`config.mk`:
```
export PLATFORM = sky130hd
export DESIGN_NAME = slice_header_gen_flat
export DESIGN_NICKNAME = d
export VERILOG_FILES = /design/src/rtl/slice_header_gen_pkg.sv /design/src/rtl/slice_header_gen_if.sv /design/src/rtl/slice_header_gen.sv /design/src/flat_wrapper.sv
export SDC_FILE = /design/constraint.sdc
export NUM_CORES = 1
export LEC_CHECK = 0
export ABC_AREA = 1
export CAP_MARGIN = 20
export CORE_MARGIN = 1
export CORE_UTILIZATION = 35
export DETAILED_ROUTE_END_ITERATION = 12
export GPL_TIMING_DRIVEN = 1
export PLACE_DENSITY_LB_ADDON = 0.08
export RECOVER_POWER = 50
export SKIP_CTS_REPAIR_TIMING = 1
export SLEW_MARGIN = 10
export SYNTH_ARGS = -nofsm -noshare
export SYNTH_HDL_FRONTEND = slang
export SYNTH_SLANG_ARGS = --single-unit
export TNS_END_PERCENT = 30
```
`constraint.sdc`:
```
create_clock -name clock -period 5.4 [get_ports clock]
set_clock_uncertainty 0.05 [all_clocks]
set_input_delay 1.08 -clock clock [delete_from_list [all_inputs] [get_ports clock]]
set_output_delay 1.08 -clock clock [all_outputs]
set_load 0.01 [all_outputs]
```
`src/rtl/slice_header_gen_pkg.sv`:
```
// Shared types and constants for the slice header generator: FSM states,
// header field widths and the header-byte count as a function of component count.
package slice_header_gen_pkg;

   typedef enum logic [2:0] {
      ST_IDLE,
      ST_HSIZE,
      ST_RSV,
      ST_QS,
      ST_CSIZE,
      ST_DONE
   } state_t;

   localparam int W_HSIZE = 5;
   localparam int W_RSV   = 3;
   localparam int W_QS    = 8;
   localparam int W_CSIZE = 16;

   // Header bytes: two fixed bytes plus one 16-bit size per emitted component.
   function automatic int unsigned header_bytes(input int unsigned num_comp);
      return 2 + 2 * (num_comp - 1);
   endfunction

endpackage

```
`src/rtl/slice_header_gen_if.sv`:
```
// Request/field handshake bundle between a header requester/bit-writer and the
// slice header generator.
interface slice_header_gen_if #(
   parameter int NUM_COMP = 3
);
   logic                     start;
   logic [7:0]               qscale;
   logic [NUM_COMP*16-1:0]   comp_size;
   logic                     out_ready;
   logic                     output_enable;
   logic [63:0]              val;
   logic [63:0]              size_of_bit;
   logic                     flush_bit;
   logic                     busy;
   logic                     done;

   modport master (
      output start, qscale, comp_size, out_ready,
      input  output_enable, val, size_of_bit, flush_bit, busy, done
   );

   modport slave (
      input  start, qscale, comp_size, out_ready,
      output output_enable, val, size_of_bit, flush_bit, busy, done
   );
endinterface

```
`src/rtl/slice_header_gen.sv`:
```
// Emits a slice header as a sequence of registered (value, width) fields to a
// bit-writer with a valid/ready handshake.
//
// state    | meaning
// ---------+--------------------------------------------------------------
// ST_IDLE  | waiting for start; captures qscale/comp_size on start
// ST_HSIZE | header-size field (header bytes, 5 bits)
// ST_RSV   | reserved field (0, 3 bits)
// ST_QS    | clamped qscale field (8 bits)
// ST_CSIZE | component size fields idx=0..NUM_COMP-2 (16 bits each)
// ST_DONE  | one-cycle done pulse, then back to idle
module slice_header_gen
   import slice_header_gen_pkg::*;
#(
   parameter int NUM_COMP     = 3,
   parameter int MAX_QSCALE   = 224,
   parameter bit FLUSH_AT_END = 1'b0
) (
   input  logic               clock,
   input  logic               reset,
   slice_header_gen_if.slave  bus
);

   localparam logic [1:0]  LAST_IDX  = 2'(NUM_COMP - 2);
   localparam logic [7:0]  QS_MAX    = 8'(MAX_QSCALE);
   localparam logic [63:0] HDR_BYTES = 64'(header_bytes(NUM_COMP));

   state_t                 state, next_state;
   logic [1:0]             idx, next_idx;
   logic [7:0]             qscale_q;
   logic [NUM_COMP*16-1:0] comp_size_q;
   logic                   oe_q, flush_q;
   logic [63:0]            val_q, sob_q;
   logic                   accept, field_en, field_flush;
   logic [63:0]            field_val, field_sob;

   function automatic logic [7:0] clamp_qs(input logic [7:0] q);
      if (q == 8'd0)
         return 8'd1;
      if (q > QS_MAX)
         return QS_MAX;
      return q;
   endfunction

   always_comb begin
      accept      = oe_q && bus.out_ready;
      next_state  = state;
      next_idx    = idx;
      field_en    = 1'b0;
      field_val   = '0;
      field_sob   = '0;
      field_flush = 1'b0;

      case (state)
         ST_IDLE:  if (bus.start) begin
                      next_state = ST_HSIZE;
                      next_idx   = '0;
                   end
         ST_HSIZE: if (accept) next_state = ST_RSV;
         ST_RSV:   if (accept) next_state = ST_QS;
         ST_QS:    if (accept) begin
                      next_state = ST_CSIZE;
                      next_idx   = '0;
                   end
         ST_CSIZE: if (accept) begin
                      if (idx == LAST_IDX) next_state = ST_DONE;
                      else                 next_idx   = idx + 2'd1;
                   end
         ST_DONE:  next_state = ST_IDLE;
         default:  next_state = ST_IDLE;
      endcase

      // The output register is loaded with the field of the upcoming state, so an
      // accepted field is replaced in the very next cycle; the capture cycle
      // out of idle deliberately presents nothing.
      if (state != ST_IDLE) begin
         case (next_state)
            ST_HSIZE: begin
               field_en  = 1'b1;
               field_val = HDR_BYTES;
               field_sob = 64'(W_HSIZE);
            end
            ST_RSV: begin
               field_en  = 1'b1;
               field_sob = 64'(W_RSV);
            end
            ST_QS: begin
               field_en  = 1'b1;
               field_val = 64'(clamp_qs(qscale_q));
               field_sob = 64'(W_QS);
            end
            ST_CSIZE: begin
               field_en    = 1'b1;
               field_val   = 64'(comp_size_q[16*next_idx +: 16]);
               field_sob   = 64'(W_CSIZE);
               field_flush = FLUSH_AT_END && (next_idx == LAST_IDX);
            end
            default: ;
         endcase
      end
   end

   always_ff @(posedge clock or posedge reset) begin
      if (reset) begin
         state       <= ST_IDLE;
         idx         <= '0;
         qscale_q    <= '0;
         comp_size_q <= '0;
         oe_q        <= 1'b0;
         val_q       <= '0;
         sob_q       <= '0;
         flush_q     <= 1'b0;
      end else begin
         state   <= next_state;
         idx     <= next_idx;
         oe_q    <= field_en;
         val_q   <= field_val;
         sob_q   <= field_sob;
         flush_q <= field_flush;
         if (state == ST_IDLE && bus.start) begin
            qscale_q    <= bus.qscale;
            comp_size_q <= bus.comp_size;
         end
      end
   end

   assign bus.output_enable = oe_q;
   assign bus.val           = val_q;
   assign bus.size_of_bit   = sob_q;
   assign bus.flush_bit     = flush_q;
   assign bus.busy          = (state == ST_HSIZE) || (state == ST_RSV) ||
                              (state == ST_QS)    || (state == ST_CSIZE);
   assign bus.done          = (state == ST_DONE);

endmodule

```
`src/flat_wrapper.sv`:
```
// flat-port wrapper written by rule: the top's interface ports become plain ports
module slice_header_gen_flat import slice_header_gen_pkg::*;
#(
   parameter int NUM_COMP     = 3,
   parameter int MAX_QSCALE   = 224,
   parameter bit FLUSH_AT_END = 1'b0
)
  (clock, reset, bus_start, bus_qscale, bus_comp_size, bus_out_ready, bus_output_enable, bus_val, bus_size_of_bit, bus_flush_bit, bus_busy, bus_done);
  slice_header_gen_if #(.NUM_COMP(NUM_COMP)) bus_i ();
  input  logic clock;
  input  logic reset;
  input wire logic [$bits(bus_i.start)-1:0] bus_start;
  input wire logic [$bits(bus_i.qscale)-1:0] bus_qscale;
  input wire logic [$bits(bus_i.comp_size)-1:0] bus_comp_size;
  input wire logic [$bits(bus_i.out_ready)-1:0] bus_out_ready;
  output wire logic [$bits(bus_i.output_enable)-1:0] bus_output_enable;
  output wire logic [$bits(bus_i.val)-1:0] bus_val;
  output wire logic [$bits(bus_i.size_of_bit)-1:0] bus_size_of_bit;
  output wire logic [$bits(bus_i.flush_bit)-1:0] bus_flush_bit;
  output wire logic [$bits(bus_i.busy)-1:0] bus_busy;
  output wire logic [$bits(bus_i.done)-1:0] bus_done;
  assign bus_i.start = bus_start;
  assign bus_i.qscale = bus_qscale;
  assign bus_i.comp_size = bus_comp_size;
  assign bus_i.out_ready = bus_out_ready;
  assign bus_output_enable = bus_i.output_enable;
  assign bus_val = bus_i.val;
  assign bus_size_of_bit = bus_i.size_of_bit;
  assign bus_flush_bit = bus_i.flush_bit;
  assign bus_busy = bus_i.busy;
  assign bus_done = bus_i.done;
  slice_header_gen #(.NUM_COMP(NUM_COMP), .MAX_QSCALE(MAX_QSCALE), .FLUSH_AT_END(FLUSH_AT_END)) u_core (.clock(clock), .reset(reset), .bus(bus_i));
endmodule
```
==> results of run 1 <==
cell type report:
class                      instances  area [µm²]
multi-input combinational        410        1760
inverter                          33         128
timing repair buffer              85         858
clock inverter                     6         136
clock buffer                      10         239
sequential                        83        2080
tap                              168         210
fill                            1263        6800
registers in the layout, summed over array words and instances (netlist names):
| register | cells |
|---|---|
| u_core.bus.size_of_bit | 5 |
| u_core.qscale_q | 8 |
| u_core.bus.output_enable | 1 |
| u_core.idx | 2 |
| u_core.bus.val | 16 |
| u_core.comp_size_q | 48 |
| u_core.state | 3 |
stage by stage:
| stage | area [µm²] | utilization, % | hold WS (ns) | worst slack [ns] |
|---|---|---|---|---|
| 2_1_floorplan | 4870 | - | 0.391 | 2.13 |
| 3_3_place_gp | 5020 | 41.1 | 0.408 | 1.84 |
| 3_5_place_dp | 5020 | 41.1 | 0.409 | 1.75 |
| 4_1_cts | 5400 | 44.2 | 0.426 | 2.08 |
| 5_1_grt | 5410 | 44.3 | 0.440 | 1.82 |
| 6_report | 5410 | 44.3 | 0.422 | 2.28 |
layer usage:
| layer | GRT usage [%] | vias up | wire, µm |
|---|---|---|---|
| li1 | - | 1615 | - |
| met1 | 20.6 | 1533 | 4320 |
| met2 | 26.3 | 108 | 4820 |
| met3 | 2.53 | 10 | 464 |
| met4 | 5.97 | 0 | 126 |
| met5 | 0 | - | 0 |
worst min path at each step:
stage	start	to	slack (ns)	depth (start not counted)
CTS	u_core.comp_size_q[28]$_DFFE_PP0P_	u_core.comp_size_q[28]$_DFFE_PP0P_	0.43	2
detailed placement	u_core.comp_size_q[28]$_DFFE_PP0P_	u_core.comp_size_q[28]$_DFFE_PP0P_	0.41	2
global route	u_core.comp_size_q[28]$_DFFE_PP0P_	u_core.comp_size_q[28]$_DFFE_PP0P_	0.44	2
finish	u_core.comp_size_q[25]$_DFFE_PP0P_	u_core.comp_size_q[25]$_DFFE_PP0P_	0.42	2
global placement	u_core.comp_size_q[28]$_DFFE_PP0P_	u_core.comp_size_q[28]$_DFFE_PP0P_	0.41	2
floorplan	u_core.comp_size_q[24]$_DFFE_PP0P_	u_core.comp_size_q[24]$_DFFE_PP0P_	0.39	2
critical path, cell delays in order:
cell	delay [ns]
clkdlybuf4s50_1	0.46
nand2_4	0.39
inv_2	0.34
buf_12	0.27
nor2_2	0.21
nand3_4	0.17
inv_2	0.18
nand2_1	0.07
a21oi_1	0.13
kinds of logic after synthesis:
family                 Yosys count
AOI/OAI and AO/OA               47
and+or+nand+nor                255
buffers and inverters          157
other                            1
DFF                             83
cells in the final DEF (no fill, tap or decap), types with 8 or more instances in the layout:
cell               n
nand2_1          204
conb_1           108
dfrtp_1           83
clkdlybuf4s50_1   59
inv_1             25
dlygate4sd3_1     24
o21ai_0           22
nor2_1            12
a21oi_1           10
nand3_1            9
clkbuf_16          9
o211ai_1           8
power by group:
group          internal [mW]  total, mW  switching (mW)
Combinational          0.324      0.854           0.530
Sequential             0.874       1.00           0.131
Clock                  0.512      0.759           0.247
Total                   1.71       2.62           0.909
==> run summary, run 1 <==
post-synthesis xor/xnor area fraction = 0%
Synth Area in Simple Gates = 24.7%
Synth Area in Adders = 0%
mapped cell area = 4460 µm²
Synth Warn # = 0
CP startpoint = bus_start
antenna cells = 0
critical path peak fanout = 43
fin cells = 795
total power = 2.62 mW
area leader, netlist = dfrtp_1
commonest cells in the netlist = 204 x nand2_1, 110 x buf_4, 83 x dfrtp_1
setup slack, reg-to-reg = 2.85 ns
Layout area overhead = 21.2%
Clock Sinks = 83
Via density = 4.11
num rows = 40
# DRC = 0
I/O pin count = 192
number of global-route vias before repair = 3167
share of layout cells above drive strength 1 = 7.18%
Total Wirelength = 9730 µm
unrepaired setup endpoints after global routing = false
post-route antenna net violation count = 0
GRT Util Overall = 15.8%
chip width = 115 µm
die height = 115 µm
Worst-Skew Late Latency = 0.33 ns
Synth Area in Compound Gates = 5.86%
setup tns final = 0 ns
clk slew on worst S/H paths = 0.06 ns
worst ir drop on vdd = 159 µV
min-delay worst type = flip-flop to flip-flop
critical path endpoint = u_core.bus.val[2]$_DFF_PP0_
r2r endpoint = u_core.bus.val[2]$_DFF_PP0_
DIE AREA = 13200 µm²
Worst Max-Slew Pin Slew = 2.30 ns
FFs w/ async S/R, synth = 100%
Slew HR = -54.5%
port bufs = 83
Cell Pwr Density = 484 nW/µm²
total grt overflow = 0
Starting Density = 36.6%
hpwl dp = 7170 µm
TritonCTS clock tree = built
NumNets Final = 682
worst path required time = 5.60 ns
Max-Cap Viols = 1
detailed-route via count = 3266
Final GP Congestion = 0.796
total CTS buffers = 9
CP Class = primary input to flip-flop
Routed wire per std cell = 12.2 µm
Fin. Hold Viols = 0
reg2reg path depth = 11
Slew Limit Fails = 54
synthesized instance count = 543
top-count cell post-synth = nand2_1
Reg2Reg Launch Point = u_core.state[0]$_DFF_PP0_
final worst-path cycle share = 57.7%
Longest Clk Path Bufs = 2
Clock Tree Root = clkbuf_16
mux cell area share after synthesis = 0%
failing checks = capacitance limit, slew limit
syn_area_per_cell = 8.22 µm²
CP Capture Type = flip-flop
cell count after placement = 778
Netlist cell types = 30
Yosys top cell area share = 46.5%
maximum number of pins on one net before global-route repair = 73
final setup fails = 0
Leak Pwr = 2.84 nW
#FFs+latches synth = 83
Highest Clock Rate = 0.321 GHz
CORE AREA = 12200 µm²
Startpoint Class = primary input
first-pass GRT wire length = 15900 µm
post-layout min period = 3.12 ns
largest family of logic cells by synthesized area = simple AND/OR/NAND/NOR gates
htree depth = 3
post-synthesis sequential area ratio = 46.5%
status = finished, violations left
main area contributors after synthesis = dfrtp_1 47%, buf_4 18%, nand2_1 17%, o21ai_0 2.5%, inv_1 2.2%
Post-synth EDFFs = 0
DR pass1 iterations = 4
initial antenna violation count = 0
Main synth FF type = dfrtp_1
CP Data Arrival Time = 3.32 ns
DRT iter0 DRCs = 184
No activity file was read; power rests on OpenSTA's default activity.
==> run 2: changes to the inputs <==
==> constraint.sdc (replaced) <==
create_clock -name clock -period 2.7 [get_ports clock]
set_clock_uncertainty 0.05 [all_clocks]
set_input_delay 0.54 -clock clock [delete_from_list [all_inputs] [get_ports clock]]
set_output_delay 0.54 -clock clock [all_outputs]
set_load 0.01 [all_outputs]
==> run summary, run 2 (same netlist as run 1, synthesis figures left out) <==
Routed wire per std cell = 12.3 µm (+0.75%)
Via density = 4.09 (-0.46%)
worst ir drop on vdd = 283 µV (+78%)
Leak Pwr = 2.75 nW (-3.3%)
total CTS buffers = 9 (unchanged)
critical path peak fanout = 6 (-86%)
crit path buf inv count = 3 (-1)
post-layout min period = 2.33 ns
Worst-Skew Late Latency = 0.33 ns (about the same)
DRT iter0 DRCs = 160 (-13%)
number of global-route vias before repair = 3143 (-0.76%)
hpwl dp = 7310 µm (+2.0%)
num rows = 40 (unchanged)
dpl cell area = 5070 µm² (+1.0%)
Longest Clk Path Bufs = 2 (unchanged)
final worst-path cycle share = 86.3%
total power = 5.03 mW (+92%)
Layout Utilization = 43.7% (-0.60 points)
CP Class = primary input to flip-flop
first-pass GRT wire length = 15600 µm (-1.7%)
Biggest register = u_core.comp_size_q
CORE AREA = 12200 µm² (unchanged)
Design Area, Final = 5340 µm² (-1.4%)
Worst Max-Slew Pin Slew = 1.13 ns (-1.18 ns)
Max-Cap Viols = 0 (-1)
Final GP Congestion = 0.852 (+7.0%)
Largest stage delay, worst path = 0.53 ns (+0.07 ns)
clk slew on worst S/H paths = 0.06 ns (about the same)
CP Data Arrival Time = 2.48 ns (-0.84 ns)
NumNets Final = 684 (+0.29%)
Worst path top cell family by delay = buffers and inverters
antenna cells = 0 (unchanged)
share of layout cells above drive strength 1 = 6.68% (-0.50 points)
Cell Pwr Density = 942 nW/µm² (+95%)
Startpoint Class = primary input
CP Capture Type = flip-flop
# DRC = 0 (unchanged)
min-delay worst type = flip-flop to flip-flop
GRT Util Overall = 15.5% (-0.32 points)
Clock Sinks = 83 (unchanged)
total grt overflow = 0 (unchanged)
detailed-route via count = 3259 (-0.21%)
Slew Limit Fails = 0 (-100%)
Total Wirelength = 9830 µm (+1.0%)
worst path required time = 2.85 ns (-2.75 ns)
post-route antenna net violation count = 0 (unchanged)
commonest non-fill, non-tap cell in the layout = nand2_1
chip width = 115 µm (unchanged)
port bufs = 83 (unchanged)
I/O pin count = 192 (unchanged)
critical path cell sequence = dlygate4sd3_1 -> nand2_1 -> clkbuf_1 -> nor2_1 -> nor3_1 -> inv_1 -> o21ai_0 -> a21oi_1
maximum number of pins on one net before global-route repair = 84 (+15%)
status = finished, final reports clean
initial antenna violation count = 0 (unchanged)
Fin. Hold Viols = 0 (unchanged)
FF+latch area = 2080 µm² (unchanged)
most frequent cells in the layout = 205 x nand2_1, 108 x conb_1, 83 x dfrtp_1, 81 x clkdlybuf4s50_1, 25 x inv_1
max reg flops = 48 (unchanged)
Clock Tree Root = clkbuf_16
crit path max-delay cell type = dlygate4sd3_1
final setup fails = 0 (unchanged)
setup tns final = 0 ns (unchanged)
area occupied by multi-input gates = 1750 µm² (-0.57%)
number of fill cells in the layout = 1261 (-0.16%)
Slew HR = 24.7% (+79 points)
Layout area overhead = 19.6%
Highest Clock Rate = 0.429 GHz
DIE AREA = 13200 µm² (unchanged)
die height = 115 µm (unchanged)
htree depth = 3 (unchanged)
Starting Density = 36.6% (unchanged)
unrepaired setup endpoints after global routing = false
DR pass1 iterations = 4 (unchanged)
TritonCTS clock tree = built
run 2: changes by cell type in the layout (fill, tap and decap cells not counted), sizes merged:
cell and delta:
clkinv +1, bufinv -2, clkdlybuf4s50 +22, clkbuf +4, buf -1, dlygate4sd3 -22
run 2: tightest hold or removal path: stages (launching register included):
cell and delay, ns:
dfrtp_1 0.34, nand2_1 0.05, nand2_1 0.05
run 2: per-stage QoR:
stage	std cells	hold slack, ns	setup WS, ns
final	797	0.426	0.370
after global routing	797	0.452	0.166
after CTS	797	0.434	0.374
after detailed placement	781	0.417	0.218
after global placement	781	0.417	0.309
after floorplan	650	0.391	0.957
run 2: worst paths after layout:
path	from	endpoint	slack (ns)	depth (start not counted)
min in group asynchronous	reset	u_core.comp_size_q[17]$_DFFE_PP0P_	1.05	3
max in group asynchronous	reset	u_core.comp_size_q[8]$_DFFE_PP0P_	0.83	3
setup reg to reg	u_core.state[0]$_DFF_PP0_	u_core.qscale_q[7]$_DFFE_PP0P_	0.44	8
setup / recovery	bus_out_ready	u_core.bus.val[1]$_DFF_PP0_	0.37	8
hold reg to reg	u_core.comp_size_q[35]$_DFFE_PP0P_	u_core.comp_size_q[35]$_DFFE_PP0P_	0.43	2
hold / removal	u_core.comp_size_q[35]$_DFFE_PP0P_	u_core.comp_size_q[35]$_DFFE_PP0P_	0.43	2
run 2: power breakdown:
group	internal (mW)	total (mW)	switching [mW]	leakage, nW
combinational	0.669	1.73	1.06	1.54
clock	0.807	1.28	0.475	0.150
sequential	1.75	2.02	0.275	1.06
total	3.22	5.03	1.81	2.75
run 2: cell type report:
type	instances	area share (%)
clock inverters	5	1.45
clock buffers	11	4.36
flip-flops and latches	83	38.9
multi-input cells	410	32.8
well taps	168	3.94
repair buffers	87	16.1
inverters	33	2.44
run 2: per-layer routing:
layer  vias to the layer above  share of wire [%]  GRT usage, %
li1                       1617                  -             -
met1                      1509                 44          19.2
met2                       117                 49          26.5
met3                        16                4.6          2.21
met4                         0                2.5          7.45
met5                         -                  0             0
